### config.mk
export PLATFORM = sky130hd
export DESIGN_NAME = imm_ext_arbiter
export DESIGN_NICKNAME = d
export VERILOG_FILES = /design/src/rtl/imm_ext_arbiter.sv
export SDC_FILE = /design/constraint.sdc
export NUM_CORES = 1
export LEC_CHECK = 0
export BUFFER_PORTS_ARGS = -buffer_cell sky130_fd_sc_hd__buf_2
export CORE_UTILIZATION = 35
export CTS_BUF_LIST = sky130_fd_sc_hd__clkbuf_4
export DETAILED_ROUTE_END_ITERATION = 10
export PLACE_DENSITY = 0.65
export SKIP_CTS_REPAIR_TIMING = 1
export SYNTH_ARGS = -nofsm -noshare
export SYNTH_HDL_FRONTEND = slang
export SYNTH_SLANG_ARGS = --single-unit
### constraint.sdc
create_clock -name clk -period 4.3 [get_ports clk]
set_input_delay 0.215 -clock clk [delete_from_list [all_inputs] [get_ports clk]]
set_output_delay 0.215 -clock clk [all_outputs]
set_load 0.01 [all_outputs]
### src/rtl/imm_ext_arbiter.sv
// Two-requester immediate extender sharing one datapath.
// Result is registered in a single EMPTY/FULL output stage.
package imm_ext_pkg;

  typedef enum logic [1:0] {
    M_SIGN  = 2'b00,
    M_ZERO  = 2'b01,
    M_UPPER = 2'b10,
    M_RSVD  = 2'b11
  } mode_e;

  typedef struct packed {
    logic [31:0] data;
    logic        id;
    logic        err;
  } res_t;

  function automatic logic [31:0] imm_ext(
    input logic [15:0] imm,
    input logic [1:0]  mode
  );
    logic [31:0] r;
    unique case (mode)
      M_ZERO:  r = {16'h0000, imm};
      M_UPPER: r = {imm, 16'h0000};
      default: r = {{16{imm[15]}}, imm};
    endcase
    return r;
  endfunction

endpackage

module imm_ext_arbiter
  import imm_ext_pkg::*;
#(
  parameter bit RR = 1'b1
) (
  input  logic        clk,
  input  logic        rst_n,
  input  logic        req0_valid,
  input  logic [15:0] req0_imm,
  input  logic [1:0]  req0_mode,
  output logic        req0_ready,
  input  logic        req1_valid,
  input  logic [15:0] req1_imm,
  input  logic [1:0]  req1_mode,
  output logic        req1_ready,
  output logic        out_valid,
  output logic [31:0] out_data,
  output logic        out_id,
  output logic        out_err,
  input  logic        out_ready
);

  typedef enum logic {
    EMPTY = 1'b0,
    FULL  = 1'b1
  } state_e;

  state_e      state_q, state_d;
  res_t        res_q, res_d;
  logic        last_q, last_d;
  logic        accept;
  logic        gnt1;
  logic        xfer;
  logic [15:0] sel_imm;
  logic [1:0]  sel_mode;

  // last_q resets to 1 so requester 0 wins the first contention
  always_comb begin
    gnt1 = req1_valid & ~req0_valid;
    if (RR && req0_valid && req1_valid) begin
      gnt1 = ~last_q;
    end
  end

  assign accept     = (state_q == EMPTY) | out_ready;
  assign req0_ready = accept & req0_valid & ~gnt1;
  assign req1_ready = accept & req1_valid & gnt1;
  assign xfer       = req0_ready | req1_ready;

  assign sel_imm  = gnt1 ? req1_imm : req0_imm;
  assign sel_mode = gnt1 ? req1_mode : req0_mode;

  always_comb begin
    state_d = state_q;
    res_d   = res_q;
    last_d  = last_q;
    if (xfer) begin
      res_d.data = imm_ext(sel_imm, sel_mode);
      res_d.id   = gnt1;
      res_d.err  = (sel_mode == M_RSVD);
      last_d     = gnt1;
    end
    unique case (state_q)
      EMPTY: begin
        if (xfer) state_d = FULL;
      end
      FULL: begin
        if (out_ready && !xfer) state_d = EMPTY;
      end
      default: state_d = EMPTY;
    endcase
  end

  always_ff @(posedge clk or negedge rst_n) begin
    if (!rst_n) begin
      state_q <= EMPTY;
      res_q   <= '0;
      last_q  <= 1'b1;
    end else begin
      state_q <= state_d;
      res_q   <= res_d;
      last_q  <= last_d;
    end
  end

  assign out_valid = (state_q == FULL);
  assign out_data  = res_q.data;
  assign out_id    = res_q.id;
  assign out_err   = res_q.err;

endmodule

* Word-level counts from Yosys, hierarchy flattened *
Cells that the tools add are included.

word-level totals
  register bits = 36
  input bits = 41
  output and inout port bits = 37
  word-level logic and storage cells = 29

operators by class
  eq/ne operators = 3
  multiplexer cells = 7
  bitwise gates (word level) = 11
  reductions and logical operators = 3

operator list
  cell                  number
  $pmux W32 S2          1
  $mux W16              1
  $and A1 B1 Y1         5
  $eq A2 B2 Y1 const B  2
  $not A1 Y1            4
  $mux W1               3
  $eq A2 B1 Y1 const B  1
  $logic_and A1 B1 Y1   2
  $mux W2               1
  $or A1 B1 Y1          2
  $pmux W1 S2           1
  $logic_not A1 Y1      1

* Longest topological paths before layout *
Gate-level depths: netlist (run 1).

  word-level depth = 10
  gate-level depth with buffers = 10
  gate-level depth less buffers = 7

* Least setup slack after synthesis (run 1) *
OpenSTA, ideal clock, no wires.

  path kind = flip-flop to flip-flop
  start = register last_q
  end = register res_q (netlist bit out_data[16])
  setup time = 120 ps
  arrival time = 2157 ps
  required time = 4180 ps
  setup slack = 2023 ps
  cell stages (with the launch flop) = 11
  path buffers = 3
  clock period less this slack = 2277 ps
  cell sequence = dfstp_2 > a21boi_2 > buf_6 > buf_6 > mux2_1 > ha_1 > inv_1 > nand2_1 > buf_2 > nor2_1 > o22a_2

between the ends
  longest elaborated chain between the ends = 5
  elaborated cells between the ends (all ways) = 11
  those cells by class = 2 x eq/ne; 4 x mux; 5 x bitwise

ends and longest elaborated chain
  what                                                 line    text
  start, declared                                      62      logic last_q, last_d;
  start signal, assigned                               114     last_q <= last_d;
  $not A1 Y1 (*)                                       73      gnt1 = ~last_q;
  $mux W1 (*)                                          72      if (RR && req0_valid && req1_valid) begin
  $mux W2 / $not A1 Y1 (equally long branches)         83, 78
  $eq A2 B2 Y1 (tied with other cells)                 23      unique case (mode)
  $pmux W32 S2 / $or A1 B1 Y1 (equally long branches)  23, 80
  end signal, assigned                                 113     res_q <= res_d;
  end, declared                                        61      res_t res_q, res_d;

Every way passes the cells marked *; elsewhere a longest branch is shown, timed or not.
A chain may end at the register's enable or synchronous reset.

* Worst setup path after layout (run 1) *
  start = register last_q
  end = register res_q (netlist bit out_data[19])

Same word-level chain as after synthesis.

==> results by group, run 1 <==
Run status
  • Status: completed

GRT
  • Vias in the first global route: 1348
  • Total grt overflow: 0
  • Initial antenna violation count: 0
  • Maximum number of pins on one net before global-route repair: 37
  • First-pass GRT wire length: 6660 um
  • All-layer global routing usage: 0.174

Power and ir drop
  • Pleak: 1.12 nW
  • Worst vdd ir: 0.173 mV
  • Power per cell area: 458 nW/um^2

Finish
  • Area Overhead vs Synth: 28.9%
  • Most frequent cells in the layout: 77 x buf_2, 35 x dfrtp_1, 23 x nand2_1
  • Commonest non-fill, non-tap cell in the layout: buf_2
  • Final #Nets: 273
  • Share of cells above drive strength 1: 0.422
  • Finished Layout Cells: 282
  • Utilization after layout: 0.479
  • Fillers: 424
  • Area of the multi-input gates: 674 um^2
  • Ant diodes: 0
  • Register area: 902 um^2

Timing
  • Max Freq: 382 MHz
  • Slew Limit Headroom: 0.470
  • Final setup fails: 0
  • Clk_skew: 11.4 ps
  • Unrepaired setup endpoints after global routing: no
  • Max Slew Vio Count: 0
  • Final Hold Fails: 0
  • Least-Margin Pin Slew: 795 ps
  • Setup TNS: 0 ps
  • Final worst-path cycle share: 0.609
  • Tmin final: 2620 ps

Floorplanning
  • Rows: 24
  • Die area: 5030 um^2
  • Die width: 70.9 um
  • Starting Density: 0.372
  • I/O pin count: 78
  • Die Height: 70.9 um
  • Core ar.: 4470 um^2

Detailed routing
  • Met2 wire length: 1960 um
  • DRC errors left: 0
  • Wirelength, routed: 4050 um
  • Iteration-0 DRC Markers: 53
  • Routed met1 length: 1920 um
  • Routed Antenna Nets: 0
  • TritonRoute pass-1 iters: 6
  • Top Layer Used: met4
  • Met3 wire len: 107 um
  • DR vias/cell: 4.93
  • Routed len/inst: 14.4 um
  • Total number of vias: 1390

Critical path
  • WP data arrival: 2900 ps
  • CP cell instances: a21boi_2 -> mux2_1 -> ha_1 -> inv_1 -> o21ai_2 -> o22a_2
  • CP Capture Type: register
  • Critical path class: register to register
  • Highest fanout seen on the critical path: 15
  • Worst Path Required: 4580 ps
  • CP max stage cell: a21boi_2
  • CP delay by family, top: compound AO/OA/AOI/OAI gates
  • Buf/Inv on CP: 1
  • Slowest stage delay, CP: 530 ps
  • Startpoint Class: register

Placed design
  • Gpl congestion: 0.753
  • Port bufs: 77
  • DP HPWL: 2940 um
  • Placed insts: 273

Logic synthesis
  • Synth area leaders: dfrtp_1 53%, mux2i_1 10%, o22a_1 5.3%
  • Synth unique cells: 25
  • Post-synthesis area per instance: 11.0 um^2
  • Yosys Warn Count: 0
  • Gate Count Post-Synth: 151
  • Mapped Area: 1660 um^2
  • Synth top area share: 0.527
  • Synth area leader: dfrtp_1
  • Syn_nets: 195
  • Register bit total from synthesis: 36
  • Seq/Total Area, Yosys: 0.543

Clock network
  • CTS Buf Count: 5
  • H-tree levels: 2
  • Root buf cell: clkbuf_4
  • Clock Latency Late Sink: 340 ps
  • Clock Path Buffers: 2
  • CTS tree: built
  • Clk sink count: 36
  • Clock-pin slew on the worst setup and hold paths: 100 ps

Hold path
  • Hold WC Path Type: input pin to register

Job
  • Max_cap viols: 0
sequential cells by signal (all words and copies together), names as in the netlist:
name / flops
out_data: 32
last_q: 1
out_err: 1
out_id: 1
out_valid: 1
worst reg2reg max path, cell delays in order, from the launching register on:
cell and delay (ps):
dfstp_2 390, a21boi_2 530, mux2_1 430, ha_1 350, inv_1 70, o21ai_2 530, o22a_2 260
per-stage QoR:
step / total power, mW / hold slack (ps) / setup WS, ps / instance area (um^2)
5_1_grt: 1.05 / 110 / 1500 / 2140
2_1_floorplan: 0.628 / -80.6 / 2020 / 1660
6_report: 0.982 / 94.1 / 1680 / 2140
3_5_place_dp: 0.753 / 350 / 1640 / 2050
4_1_cts: 0.994 / -34.8 / 1640 / 2130
3_3_place_gp: 0.750 / 349 / 1700 / 2050
cells in the mapped netlist (all sizes together):
library cell / number
a31oi: 1
a21o: 1
o21a: 1
clkbuf: 4
nor2: 17
mux2: 1
dfstp: 1
o21ai: 19
dfrtp: 35
o22a: 15
and2: 1
o31ai: 1
a21oi: 1
ha: 3
mux2i: 17
a21boi: 1
inv: 3
nand2b: 1
buf: 5
nand2: 23
metal layers:
layer / track usage / up-vias
met4: 0.0756 / 0
met3: 0.0328 / 5
met1: 0.242 / 675
met5: 0 / -
li1: - / 677
met2: 0.268 / 33
cell type report:
class | instances | area share
multi-input combinational | 103 | 0.315
clock inverter | 2 | 0.0163
clock buffer | 6 | 0.0210
inverter | 3 | 0.00525
timing repair buffer | 80 | 0.191
sequential | 36 | 0.421
tap | 52 | 0.0304
report_power, final:
group	internal (mW)	switching, mW	leakage (nW)
combinational	0.128	0.161	0.632
sequential	0.413	0.0406	0.440
clock	0.128	0.112	0.0456
path summary, 6_finish.rpt:
check	startpoint	end	depth (start not counted)	slack (ps)
max	last_q$_DFFE_PN1P_	out_data[19]$_DFFE_PN0P_	6	1680
min	req0_valid	last_q$_DFFE_PN1P_	2	90
max reg2reg	last_q$_DFFE_PN1P_	out_data[19]$_DFFE_PN0P_	6	1680
min reg2reg	out_id$_DFFE_PN0P_	out_id$_DFFE_PN0P_	1	480
max in group asynchronous	rst_n	out_data[15]$_DFFE_PN0P_	2	3300
min in group asynchronous	rst_n	out_data[20]$_DFFE_PN0P_	2	490
cell families after synthesis:
group / synth area share
buf+inv: 0.0519
flops: 0.543
simple gates: 0.102
mux: 0.109
compound gates: 0.172
fa+ha+maj: 0.0226
Power figures use the tool's default switching activity.
==> run 2, diff against run 1 <==
clock period = 2.5 ns   (was 4.3 ns; I/O delays follow)
==> results by group, run 2 (same netlist as run 1, synthesis figures left out) <==
Run status
  • Status: complete, but fails checks
  • Failing checks: design-rule violations

GRT
  • Vias in the first global route: 1314 (-2.5%)
  • Initial antenna violation count: 0 (unchanged)
  • First-pass GRT wire length: 6410 um (-3.7%)
  • All-layer global routing usage: 0.169 (-0.00495)
  • Maximum number of pins on one net before global-route repair: 37 (unchanged)
  • Total grt overflow: 0 (unchanged)

Finish
  • Final #Nets: 276 (+1.1%)
  • Finished Layout Cells: 285 (+1.1%)
  • Fillers: 427 (+0.71%)
  • Most frequent cells in the layout: 77 x buf_2, 35 x dfrtp_1, 23 x nand2_1
  • Area Overhead vs Synth: 29.0% (about the same)
  • Largest register FFs: 32 (unchanged)
  • Commonest non-fill, non-tap cell in the layout: buf_2
  • Share of cells above drive strength 1: 0.421 (-0.00114)
  • Ant diodes: 0 (unchanged)
  • Final instance area: 2140 um^2 (about the same)

Clock network
  • Clk sink count: 36 (unchanged)
  • CTS Buf Count: 5 (unchanged)
  • CTS tree: built
  • Root buf cell: clkbuf_4
  • H-tree levels: 2 (unchanged)
  • Clock-pin slew on the worst setup and hold paths: 110 ps (about the same)
  • Clock Path Buffers: 2 (unchanged)
  • Clock Latency Late Sink: 340 ps (about the same)

Critical path
  • CP cell instances: dlygate4sd3_1 -> buf_2 -> a21boi_2 -> mux2_1 -> ha_1 -> inv_1 -> o21ai_2 -> o22a_2
  • CP max stage cell: dlygate4sd3_1
  • Highest fanout seen on the critical path: 15 (unchanged)
  • Critical path class: input pin to register
  • Slowest stage delay, CP: 530 ps (about the same)
  • Worst Path Required: 2790 ps (-1790 ps)
  • WP data arrival: 2610 ps (-290 ps)
  • CP Capture Type: register
  • Startpoint Class: input pin

Timing
  • Setup TNS: 0 ps (unchanged)
  • Clk_skew: 5.70 ps (-5.69 ps)
  • Max Freq: 432 MHz
  • Final Hold Fails: 0 (unchanged)
  • Least-Margin Pin Slew: 789 ps (-6.50 ps)
  • Hold Slack: 62.9 ps (-31.2 ps)
  • Unrepaired setup endpoints after global routing: no
  • Slew Limit Headroom: 0.474 (+0.00433)
  • Final worst-path cycle share: 0.926
  • Tmin final: 2320 ps
  • Final setup fails: 0 (unchanged)
  • Max Slew Vio Count: 0 (unchanged)

Detailed routing
  • DR vias/cell: 4.86 (-1.4%)
  • Routed len/inst: 13.8 um (-3.7%)
  • Wirelength, routed: 3940 um (-2.7%)
  • TritonRoute pass-1 iters: 9 (+3)
  • DRC errors left: 2 (+2)
  • Iteration-0 DRC Markers: 51 (-3.8%)
  • Total number of vias: 1385 (-0.36%)
  • Routed Antenna Nets: 0 (unchanged)

Placed design
  • Placed insts: 275 (+0.73%)
  • DP HPWL: 2900 um (-1.3%)
  • Gpl congestion: 0.719 (-4.5%)
  • Port bufs: 77 (unchanged)
  • Placed Area: 2070 um^2 (+0.73%)

Power and ir drop
  • Combinational power share: 0.315 (+0.021)
  • Worst vdd ir: 0.305 mV (+76%)
  • Switching pwr: 0.529 mW (+69%)
  • Pleak: 1.12 nW (+0.15%)
  • Share of power burned in registers: 0.487 (+0.026)
  • Switching share of power: 0.332 (+0.0124)
  • Clock power frac: 0.198 (-0.047)
  • Power per cell area: 743 nW/um^2 (+62%)
  • Int Power: 1.07 mW (+59%)

Floorplanning
  • Starting Density: 0.372 (unchanged)
  • I/O pin count: 78 (unchanged)
  • Core ar.: 4470 um^2 (unchanged)
  • Rows: 24 (unchanged)
  • Die width: 70.9 um (unchanged)
  • Die area: 5030 um^2 (unchanged)
  • Die Height: 70.9 um (unchanged)

Hold path
  • Hold WC Path Type: input pin to register

Job
  • Max_cap viols: 0 (unchanged)
[run 2: final timing paths]
kind	startpoint	endpoint	slack (ps)	cells past startpoint
worst max-delay path	req0_valid	out_data[16]$_DFFE_PN0P_	180	8
worst min-delay path	req1_valid	last_q$_DFFE_PN1P_	60	3
worst max register to register	last_q$_DFFE_PN1P_	out_data[16]$_DFFE_PN0P_	240	6
worst min register to register	out_data[11]$_DFFE_PN0P_	out_data[11]$_DFFE_PN0P_	490	2
max in group asynchronous	rst_n	out_data[25]$_DFFE_PN0P_	1610	2
min in group asynchronous	rst_n	out_data[20]$_DFFE_PN0P_	390	2
[run 2: worst max-delay path, delay by kind of cell]
kind	cells	cell delay, ps
AO/OA/AOI/OAI	3	990
adder cells (fa/ha/maj)	1	340
buffers and inverters	3	750
multiplexers	1	390
[run 2: routing by layer]
metal  part of all wire  vias up  track usage
met2               0.47       36        0.265
met1               0.46      657        0.220
met3              0.046        7       0.0484
met4              0.017        0       0.0733
met5                  0        -            0
li1                   -      685            -
[run 2: cell type report]
cell class | count | area (um^2) | share of cell area
Sequential cell | 36 | 902 | 0.421
Multi-Input combinational cell | 103 | 674 | 0.314
Tap cell | 52 | 65.1 | 0.0303
Clock inverter | 1 | 3.75 | 0.00175
Clock buffer | 7 | 52.6 | 0.0245
Timing Repair Buffer | 83 | 435 | 0.203
Inverter | 3 | 11.3 | 0.00525
[run 2: per-stage QoR]
stage               power (mW)  utilization  worst slack [ps]
detailed placement        1.30        0.462               241
global placement          1.29        0.462               261
global route              1.70        0.479              14.0
floorplan                 1.08            -               223
finish                    1.59        0.479               184
CTS                       1.61        0.475               210
[run 2: power groups by stage]
| stage | Combinational [mW] | Sequential [mW] | Clock, mW |
|---|---|---|---|
| 4_1_cts | 0.507 | 0.779 | 0.325 |
| 3_3_place_gp | 0.502 | 0.791 | 0 |
| 6_report | 0.502 | 0.776 | 0.316 |
| 2_1_floorplan | 0.234 | 0.846 | 0 |
| 3_5_place_dp | 0.507 | 0.790 | 0 |
| 5_1_grt | 0.554 | 0.794 | 0.354 |
